[config.mk]
export PLATFORM = sky130hd
export DESIGN_NAME = cory_preset_seq_flat
export DESIGN_NICKNAME = d
export VERILOG_FILES = /design/src/rtl/cory_preset_seq_pkg.sv /design/src/rtl/cory_preset_seq_if.sv /design/src/rtl/cory_queue.sv /design/src/rtl/cory_preset_seq.sv /design/src/flat_wrapper.sv
export SDC_FILE = /design/constraint.sdc
export NUM_CORES = 1
export LEC_CHECK = 0
export CORE_MARGIN = 3
export CORE_UTILIZATION = 30
export DETAILED_ROUTE_END_ITERATION = 16
export PLACE_DENSITY = 0.62
export SLEW_MARGIN = 20
export SYNTH_ARGS = -nofsm -noshare
export SYNTH_HDL_FRONTEND = slang
export SYNTH_SLANG_ARGS = --single-unit
export TNS_END_PERCENT = 1
[constraint.sdc]
create_clock -name clk -period 4.99 [get_ports clk]
set_input_delay 0.499 -clock clk [delete_from_list [all_inputs] [get_ports clk]]
set_output_delay 0.499 -clock clk [all_outputs]
set_load 0.01 [all_outputs]
[src/rtl/cory_preset_seq_pkg.sv]
// Shared types and helpers for the cory_preset_seq sequencer.
package cory_preset_seq_pkg;

  // Sequencer FSM states, 2-bit encoding.
  typedef enum logic [1:0] {
    ST_IDLE = 2'd0,
    ST_LOAD = 2'd1,
    ST_WAIT = 2'd2,
    ST_EMIT = 2'd3
  } st_e;

  // Width of the packed {last, index} event word for an M-bit index.
  function automatic int ev_width(input int m);
    return m + 1;
  endfunction

endpackage

[src/rtl/cory_preset_seq_if.sv]
// Bundle of the sequencer's four handshake ports: command (a), preset to the
// counter (b), expiry from the counter (c) and indexed event out (z).
// The master modport is the sequencer's view; slave is its environment.
interface cory_preset_seq_if #(
  parameter int N = 8,
  parameter int M = 4
);
  logic         i_a_v;
  logic [N-1:0] i_a_interval;
  logic [M-1:0] i_a_repeat;
  logic         o_a_r;

  logic         o_b_v;
  logic [N-1:0] o_b_preset;
  logic         i_b_r;

  logic         i_c_v;
  logic         o_c_r;

  logic         o_z_v;
  logic [M-1:0] o_z_index;
  logic         o_z_last;
  logic         i_z_r;

  modport master (
    input  i_a_v, i_a_interval, i_a_repeat, i_b_r, i_c_v, i_z_r,
    output o_a_r, o_b_v, o_b_preset, o_c_r, o_z_v, o_z_index, o_z_last
  );

  modport slave (
    output i_a_v, i_a_interval, i_a_repeat, i_b_r, i_c_v, i_z_r,
    input  o_a_r, o_b_v, o_b_preset, o_c_r, o_z_v, o_z_index, o_z_last
  );
endinterface

[src/rtl/cory_queue.sv]
// Optional single-entry output queue. Q==0 is a wire-through; any non-zero Q
// inserts one registered stage that still sustains one transfer per cycle.
module cory_queue #(
  parameter int N = 1,
  parameter int Q = 0
) (
  input  logic         clk,
  input  logic         reset,
  input  logic         in_v,
  input  logic [N-1:0] in_d,
  output logic         in_r,
  output logic         out_v,
  output logic [N-1:0] out_d,
  input  logic         out_r
);

  logic         full_q;
  logic [N-1:0] data_q;

  // Accept into the stage whenever it is empty or draining this cycle.
  // NOTE: sequential state uses non-blocking assignments so every flop samples
  // pre-edge values regardless of block evaluation order.
  always_ff @(posedge clk) begin
    if (reset) begin
      full_q <= 1'b0;
      // NOTE: the data word is reset too so the event port reads 0 after
      // reset; a single register costs nothing, unlike a deep storage array.
      data_q <= '0;
    end else if (in_v && in_r) begin
      full_q <= 1'b1;
      data_q <= in_d;
    end else if (out_r) begin
      full_q <= 1'b0;
    end
  end

  assign in_r  = (Q != 0) ? (!full_q || out_r) : out_r;
  assign out_v = (Q != 0) ? full_q : in_v;
  assign out_d = (Q != 0) ? data_q : in_d;

endmodule

[src/rtl/cory_preset_seq.sv]
// Upstream sequencer for cory_counter: one {interval, repeat} command becomes
// R presets of the counter, each followed by an indexed event once it expires.
module cory_preset_seq
  import cory_preset_seq_pkg::*;
#(
  parameter int N  = 8,
  parameter int M  = 4,
  parameter int QZ = 0
) (
  input  logic               clk,
  input  logic               reset,
  cory_preset_seq_if.master  bus
);

  localparam int EW = ev_width(M);

  st_e          st, st_nxt;
  logic [N-1:0] interval_q;
  logic [M-1:0] repeat_q;
  logic [M-1:0] idx_q;

  logic          a_r, b_v, c_r, ev_v, ev_r;
  logic          a_fire, a_take, b_fire, c_fire, ev_fire;
  logic          last;
  logic [EW-1:0] ev_d, q_d;
  logic          q_v;

  // Handshake outputs decode from the state alone; reset forces them low.
  assign a_r  = (st == ST_IDLE) && !reset;
  assign b_v  = (st == ST_LOAD) && !reset;
  assign c_r  = (st == ST_WAIT) && !reset;
  assign ev_v = (st == ST_EMIT) && !reset;

  assign a_fire  = bus.i_a_v && a_r;
  // A zero-repeat command is consumed but starts nothing.
  assign a_take  = a_fire && (bus.i_a_repeat != '0);
  assign b_fire  = b_v && bus.i_b_r;
  assign c_fire  = bus.i_c_v && c_r;
  assign ev_fire = ev_v && ev_r;

  assign last = (idx_q == repeat_q - M'(1));
  assign ev_d = (st == ST_EMIT) ? {last, idx_q} : '0;

  assign bus.o_a_r      = a_r;
  assign bus.o_b_v      = b_v;
  assign bus.o_b_preset = (st == ST_LOAD) ? interval_q : '0;
  assign bus.o_c_r      = c_r;

  // State register.
  always_ff @(posedge clk) begin
    if (reset) st <= ST_IDLE;
    else       st <= st_nxt;
  end

  // Next-state decode: IDLE -> LOAD -> WAIT -> EMIT -> (LOAD | IDLE).
  // NOTE: st_nxt is given a default before the case so no path leaves it
  // unassigned, which would otherwise infer a latch.
  always_comb begin
    st_nxt = st;
    case (st)
      ST_IDLE: if (a_take)  st_nxt = ST_LOAD;
      ST_LOAD: if (b_fire)  st_nxt = ST_WAIT;
      ST_WAIT: if (c_fire)  st_nxt = ST_EMIT;
      ST_EMIT: if (ev_fire) st_nxt = last ? ST_IDLE : ST_LOAD;
      default:              st_nxt = ST_IDLE;
    endcase
  end

  // Command latch and interval index; idx_q never wraps since R <= 2^M-1.
  always_ff @(posedge clk) begin
    if (reset) begin
      interval_q <= '0;
      repeat_q   <= '0;
      idx_q      <= '0;
    end else if (a_take) begin
      interval_q <= bus.i_a_interval;
      repeat_q   <= bus.i_a_repeat;
      idx_q      <= '0;
    end else if (ev_fire && !last) begin
      idx_q <= idx_q + M'(1);
    end
  end

  // Event port, optionally decoupled by one registered stage.
  cory_queue #(
    .N (EW),
    .Q (QZ)
  ) u_ev_q (
    .clk   (clk),
    .reset (reset),
    .in_v  (ev_v),
    .in_d  (ev_d),
    .in_r  (ev_r),
    .out_v (q_v),
    .out_d (q_d),
    .out_r (bus.i_z_r)
  );

  assign bus.o_z_v                    = q_v && !reset;
  assign {bus.o_z_last, bus.o_z_index} = q_d;

endmodule

[src/flat_wrapper.sv]
// flat-port wrapper written by rule: the top's interface ports become plain ports
module cory_preset_seq_flat import cory_preset_seq_pkg::*;
#(
  parameter int N  = 8,
  parameter int M  = 4,
  parameter int QZ = 0
)
  (clk, reset, bus_i_a_v, bus_i_a_interval, bus_i_a_repeat, bus_i_b_r, bus_i_c_v, bus_i_z_r, bus_o_a_r, bus_o_b_v, bus_o_b_preset, bus_o_c_r, bus_o_z_v, bus_o_z_index, bus_o_z_last);
  cory_preset_seq_if #(.N(N), .M(M)) bus_i ();
  input  logic clk;
  input  logic reset;
  input wire logic [$bits(bus_i.i_a_v)-1:0] bus_i_a_v;
  input wire logic [$bits(bus_i.i_a_interval)-1:0] bus_i_a_interval;
  input wire logic [$bits(bus_i.i_a_repeat)-1:0] bus_i_a_repeat;
  input wire logic [$bits(bus_i.i_b_r)-1:0] bus_i_b_r;
  input wire logic [$bits(bus_i.i_c_v)-1:0] bus_i_c_v;
  input wire logic [$bits(bus_i.i_z_r)-1:0] bus_i_z_r;
  output wire logic [$bits(bus_i.o_a_r)-1:0] bus_o_a_r;
  output wire logic [$bits(bus_i.o_b_v)-1:0] bus_o_b_v;
  output wire logic [$bits(bus_i.o_b_preset)-1:0] bus_o_b_preset;
  output wire logic [$bits(bus_i.o_c_r)-1:0] bus_o_c_r;
  output wire logic [$bits(bus_i.o_z_v)-1:0] bus_o_z_v;
  output wire logic [$bits(bus_i.o_z_index)-1:0] bus_o_z_index;
  output wire logic [$bits(bus_i.o_z_last)-1:0] bus_o_z_last;
  assign bus_i.i_a_v = bus_i_a_v;
  assign bus_i.i_a_interval = bus_i_a_interval;
  assign bus_i.i_a_repeat = bus_i_a_repeat;
  assign bus_i.i_b_r = bus_i_b_r;
  assign bus_i.i_c_v = bus_i_c_v;
  assign bus_i.i_z_r = bus_i_z_r;
  assign bus_o_a_r = bus_i.o_a_r;
  assign bus_o_b_v = bus_i.o_b_v;
  assign bus_o_b_preset = bus_i.o_b_preset;
  assign bus_o_c_r = bus_i.o_c_r;
  assign bus_o_z_v = bus_i.o_z_v;
  assign bus_o_z_index = bus_i.o_z_index;
  assign bus_o_z_last = bus_i.o_z_last;
  cory_preset_seq #(.N(N), .M(M), .QZ(QZ)) u_core (.clk(clk), .reset(reset), .bus(bus_i));
endmodule
Yosys cells after proc, flatten, opt, wreduce, memory -nomap -nowiden
Cells that the tools add are included.

Bits in registers: 18. Input bits: 18. Output and inout port bits: 17. Word-level logic and storage cells: 39.

Add/subtract/negate cells: 2. Equality and inequality tests: 8. Mux-type cells: 8. Reduce and logical (&&, ||, !) cells: 17.

Operator list (count): 1-bit logical AND (11); 2-bit two-way mux (4); 8-bit two-way mux (1); 2-bit by 1-bit != test with 1-bit output, second input constant (4); 2-bit one-hot mux with 4 select lines (1); 5-bit two-way mux (1); 4-bit by 1-bit adder with 4-bit output, second input constant (1); 2-bit equality test, second input constant (2); 4-bit equality test (1); 4-bit AND reduction (1); 4-bit nonzero test (1); 4-bit by 1-bit subtractor with 4-bit output, second input constant (1); 2-bit by 1-bit equality test with 1-bit output, second input constant (1); 1-bit zero test (2); 2-bit zero test (1); 2-bit OR reduction (1); 1-bit two-way mux (1).

Logic depth before layout (Yosys ltp)
Gate-level depths: netlist of the first run.

Depth after elaboration: 6. Mapped depth: 7. Depth with buffers taken out: 6.

Hierarchy
From an unflattened synthesis of the first run, not the netlist that was laid out.

Cells, all modules: 113. Area total of the unflattened synthesis: 1086.0 um^2.

Modules (own cells, without submodules): cory_preset_seq (instances 1, cells each 106, area each 1033.5 um^2, seq. area each 360.3 um^2); cory_queue (instances 1, cells each 7, area each 52.6 um^2, seq. area each 0.0 um^2).

Worst setup path before layout of the first run
Ideal clock, no wire load.

Kind: reg-to-output. From: register u_core.repeat_q[0]. To: output port bus_o_z_last. Arrival: 1.325 ns. Required time: 4.491 ns. Slack: 3.166 ns. Cell stages (with the launch flop): 6. Buffers on the path: 0. Path through: dfxtp_1 > inv_1 > ha_1 > xnor2_1 > nor3_2 > and3_1.

Word-level cells in the longest chain between the ends: 3.

Ends and longest elaborated chain: start, declared (RTL line cory_preset_seq.sv:19) `logic [M-1:0] repeat_q;`; start signal, assigned (RTL line cory_preset_seq.sv:77) `repeat_q <= bus.i_a_repeat;`; 4-bit by 1-bit subtractor with 4-bit output (RTL line cory_preset_seq.sv:41) `assign last = (idx_q == repeat_q - M'(1));`; 4-bit equality test (RTL line cory_preset_seq.sv:41); 5-bit two-way mux (RTL line cory_preset_seq.sv:42) `assign ev_d = (st == ST_EMIT) ? {last, idx_q} : '0;`; end, declared (RTL line flat_wrapper.sv:24) `output wire logic [$bits(bus_i.o_z_last)-1:0] bus_o_z_last;`.

No other way between the ends.

Final worst setup path of the first run
Ends and elaborated chain as after synthesis.

==> reports/metrics.yaml, run 1 <==
drc_errors: 0
core_area_um2: 3200
tritoncts: "yes"
ant_nets: 0
rsz0062_at_grt: "false"
dpl_cell_area_um2: 1420
period_needed_ns: 2.75
ir_drop_mv: 0.166
grtUsageTotal_pct: 12.2
nFillCells: 336
worst_ep_required_time_ns: 4.49
chipHeight_um: 65.1
post_cts_buffers: 0
cts_htree_levels: 1
slew_headroom_pct: 62.5
grt_pass1_vias: 842
tns_ns: 0
post-route-util_pct: 45.3
criticalPathCategory: "flip-flop to primary output"
ys_warn_count: 0
hold_path.class: "flip-flop to flip-flop"
clkLatencyLatePin_ns: 0.29
grt_start_max_net_pins: 21
worst_slew_pin_slew_ns: 0.563
multi_input_area_um2: 644
fp-row-count: 20
die_area_um2: 4240
viasPerCell: 4.71
cts_resized: 0
final_area_um2: 1450
wl_um: 2350
drtIter0Drc: 25
die_x_um: 65.1
hold_ws_ns: 0.479
start_util_pct: 32.7
finalNetCount: 166
syn-mean-instance-area_um2: 9.89
drt_first_pass_iters: 4
grt_antenna_before_repair: 0
syn_nets: 131
setup_viol: 0
synth_area_um2: 1050
clock_path_buffers: 2
overflow: 0
antenna_cells: 0
end_kind: "primary output"
cp-start-kind: "flip-flop"
synth_cell_type_count: 34
syn_to_final_growth_pct: 38.4
gp_congestion: 0.753
hpwl_um: 1800
seq_area_um2: 360
clock_skew_ns: 0.00353
total_power_uw: 442
ioPinCount: 35
synth_flop_cell: "dfxtp_1"
drv_slew: 0
synth-edff-count: 0
port_buffers: 34
cp.arrival_ns: 2.25
clockRootBuffer: "clkbuf_4"
path_clk_slew_ns: 0.11
ys_ff_latch: 18
hold_viol: 0
p_leak_nw: 0.581
fmax_ghz: 0.364
max_cap_viol_count: 0
p_per_area_nw_per_um2: 304
cts_buffers: 3
layout-drive-gt1-share_pct: 11.4
crit_fanout: 5
outcome: "finished, final reports clean"
period_share_pct: 55.1
vias: 867
grt_pass1_wl_um: 4000
yosysSeqAreaShare_pct: 34.4
r2r_slack_ns: 3.16
ys_async_sr_fraction_pct: 0
hold_buffers: 0
synthCells: 106
post_drt_wl_per_cell_um: 12.8
cts_sinks: 18
## cells by family (layout without fill, tap and decap cells)
kind of cell	count (synthesis)	count (layout)	synth area share (%)
and+or+nand+nor	40	40	25.8
AOI/OAI and AO/OA	24	24	17.9
DFF	18	18	34.4
buffers and inverters	8	42	4.18
adders and majority gates	7	7	8.35
xor gates and xnor gates	5	5	5.61
muxes	4	4	3.82
## critical path: stages (launching register included)
cell and delay, ns:
dfxtp_1 0.40, inv_1 0.06, ha_1 0.30, xnor2_1 0.14, nor3_2 0.31, and3_1 0.21, clkdlybuf4s50_1 0.54
## sequential cells by signal (all words and copies together) (netlist names)
| name | flops |
|---|---|
| u_core.repeat_q | 4 |
| u_core.idx_q | 4 |
| u_core.st | 2 |
| u_core.interval_q | 8 |
## synth_stat cells, drive strengths merged, types with 2 or more instances
cell | count | area share (%)
dfxtp | 18 | 34
and2 | 13 | 7.8
a22o | 12 | 10
ha | 7 | 8.4
nand2 | 7 | 2.5
nand2b | 5 | 3.5
a21o | 4 | 3.0
a21oi | 4 | 1.9
and2b | 4 | 3.3
inv | 4 | 1.4
mux2i | 4 | 3.8
buf | 3 | 2.3
xnor2 | 3 | 2.5
nand3 | 2 | 0.95
nand3b | 2 | 2.6
nor3 | 2 | 1.4
## power breakdown
part	switching (mW)	internal (mW)	total, mW
Combinational	0.0802	0.0872	0.167
Sequential	0.0159	0.167	0.183
Clock	0.0474	0.0444	0.0918
Total	0.143	0.298	0.442
## cells in the final DEF (no fill, tap or decap), drive strengths merged, types with 2 or more instances in the layout
cell type      count
a21o               4
a21oi              4
a22o              12
and2              13
and2b              4
clkbuf             4
clkdlybuf4s50     34
dfxtp             18
ha                 7
inv                4
mux2i              4
nand2              7
nand2b             5
nand3              2
nand3b             2
nor3               2
xnor2              3
## through the flow
stage          cells  worst slack, ns
3_3_place_gp     180             2.61
6_report         184             2.24
4_1_cts          184             2.23
5_1_grt          184             2.08
2_1_floorplan    106             3.17
3_5_place_dp     180             2.58
## area by class of cell
cell class	instances	share of cell area, %
clock buffer	4	2.50
inverter	4	1.03
multi-input combinational	80	44.4
sequential	18	24.8
tap	44	3.79
timing repair buffer	34	23.4
## worst paths after layout
kind | start | endpoint | cells past startpoint
max | u_core.repeat_q[0] | bus_o_z_last | 6
min | u_core.interval_q[3] | u_core.interval_q[3] | 1
max reg2reg | u_core.st[1] | u_core.st[1] | 5
min reg2reg | u_core.interval_q[3] | u_core.interval_q[3] | 1
## layer usage
layer  GRT usage (%)  vias up  part of all wire [%]
met5               0        -                     0
met4            2.33        0                  0.98
met3            4.79        2                   5.4
met2            18.6       21                    44
met1            16.5      402                    50
li1                -      442                     -
Note: power is estimated with default switching activity, not from simulation.
==> inputs of run 2 (changes only) <==
- PLACE_DENSITY: 0.62 -> 0.65
- clock period: 4.99 -> 2.46 ns (I/O delays scaled with it)
==> reports/metrics.yaml, run 2 (synthesis results as in run 1) <==
ant_nets: 0
hpwl_um: 1800
setup_viol: 0
clockRootBuffer: "clkbuf_4"
p_leak_nw: 0.587
grt_pass1_vias: 881
post_drt_wl_per_cell_um: 13.0
clock_skew_ns: 0.00468
tritoncts: "yes"
intPower_uw: 608
clkLatencyLatePin_ns: 0.29
max_cap_viol_count: 0
ir_drop_mv: 0.232
largest_reg_flops: 8
cp.arrival_ns: 2.06
ioPinCount: 35
overflow: 0
start_util_pct: 32.7
layout-drive-gt1-share_pct: 12.8
tns_ns: 0
grt_pass1_wl_um: 4120
fmax_ghz: 0.433
drt_first_pass_iters: 5
final_cell_mix: "34 x clkdlybuf4s50_1, 17 x dfxtp_1, 13 x and2_1"
power_switching_uw: 293
swShare_pct: 32.5
fin_cells: 185
grtUsageTotal_pct: 12.2
cts_htree_levels: 1
die_x_um: 65.1
gp_congestion: 0.800
grt_start_max_net_pins: 21
final_common_cell: "clkdlybuf4s50_1"
die_area_um2: 4240
wl_um: 2410
vias: 888
period_needed_ns: 2.31
outcome: "finished, final reports clean"
drv_slew: 0
worst_ep_required_time_ns: 2.21
core_area_um2: 3200
slew_headroom_pct: 61.4
chipHeight_um: 65.1
fp-row-count: 20
clock_path_buffers: 2
crit_fanout: 4
cts_sinks: 18
worst_slew_pin_slew_ns: 0.579
end_kind: "primary output"
grt_antenna_before_repair: 0
top_regs: "u_core.interval_q: 8 flops, u_core.idx_q: 4 flops, u_core.repeat_q: 4 flops"
p_per_area_nw_per_um2: 617
syn_to_final_growth_pct: 39.3
largest-register: "u_core.interval_q"
finalNetCount: 167
criticalPathCategory: "flip-flop to primary output"
drtIter0Drc: 21
cp-start-kind: "flip-flop"
hold_viol: 0
pwr-share-seq_pct: 41.0
port_buffers: 34
cts_buffers: 3
viasPerCell: 4.80
rsz0062_at_grt: "false"
nFillCells: 342
period_share_pct: 93.8
hold_path.class: "flip-flop to flip-flop"
post_cts_buffers: 0
p_clk_share_pct: 20.6
drc_errors: 0
p_comb_share_pct: 38.4
antenna_cells: 0
path_clk_slew_ns: 0.11
total_power_uw: 901
dp_cells: 181
run 2: cell types whose count changed in the layout (fill, tap and decap cells not counted), sizes merged:
cell  change
buf       +1
run 2: layer usage:
metal | part of all wire, % | wire length, um | global-route usage, % | vias to the layer above
met2 | 40 | 957 | 18.1 | 28
met1 | 51 | 1230 | 17.0 | 414
met3 | 8.1 | 195 | 3.59 | 4
met4 | 1.2 | 28 | 3.89 | 0
met5 | 0 | 0 | 0 | -
li1 | - | - | - | 442
run 2: metrics by stage:
step                hold WS, ns  area (um2)  setup WS, ns  util, %
finish                    0.473        1460         0.152     45.6
CTS                       0.481        1460        0.0692     45.5
floorplan                 0.379        1050         0.888        -
detailed placement        0.449        1420         0.415     44.4
global route              0.495        1460        0.0409     45.6
global placement          0.448        1420         0.458     44.4
run 2: timing repair:
item,4_1_cts,5_1_grt
gates resized for setup,0,1
hold buffers,0,0
setup endpoints to repair,0,1
run 2: power by group through the flow:
stage | combinational (mW) | sequential [mW] | clock, mW
floorplan | 0.232 | 0.368 | 0
detailed placement | 0.343 | 0.376 | 0
CTS | 0.348 | 0.370 | 0.192
global route | 0.386 | 0.377 | 0.201
global placement | 0.336 | 0.374 | 0
finish | 0.346 | 0.370 | 0.185
run 2: final cells by class:
class	instances	area, um2	area share (%)
Inverter	4	15.0	1.03
Timing Repair Buffer	35	348	23.8
Tap cell	44	55.1	3.77
Clock buffer	4	36.3	2.49
Multi-Input combinational cell	80	644	44.1
Sequential cell	18	362	24.8
run 2: worst max-delay path, stage by stage (launching register included):
cell and delay (ns):
dfxtp_2 0.38, inv_1 0.05, ha_1 0.30, xnor2_1 0.14, nor3_2 0.20, and3_1 0.18, clkdlybuf4s50_1 0.53
run 2: path summary, 6_finish.rpt:
kind                         from              endpoint  slack [ns]  cells past startpoint
max            u_core.repeat_q[0]          bus_o_z_last        0.15                      6
min          u_core.interval_q[3]  u_core.interval_q[3]        0.47                      1
max reg2reg          u_core.st[0]          u_core.st[1]        0.62                      5
min reg2reg  u_core.interval_q[3]  u_core.interval_q[3]        0.47                      1
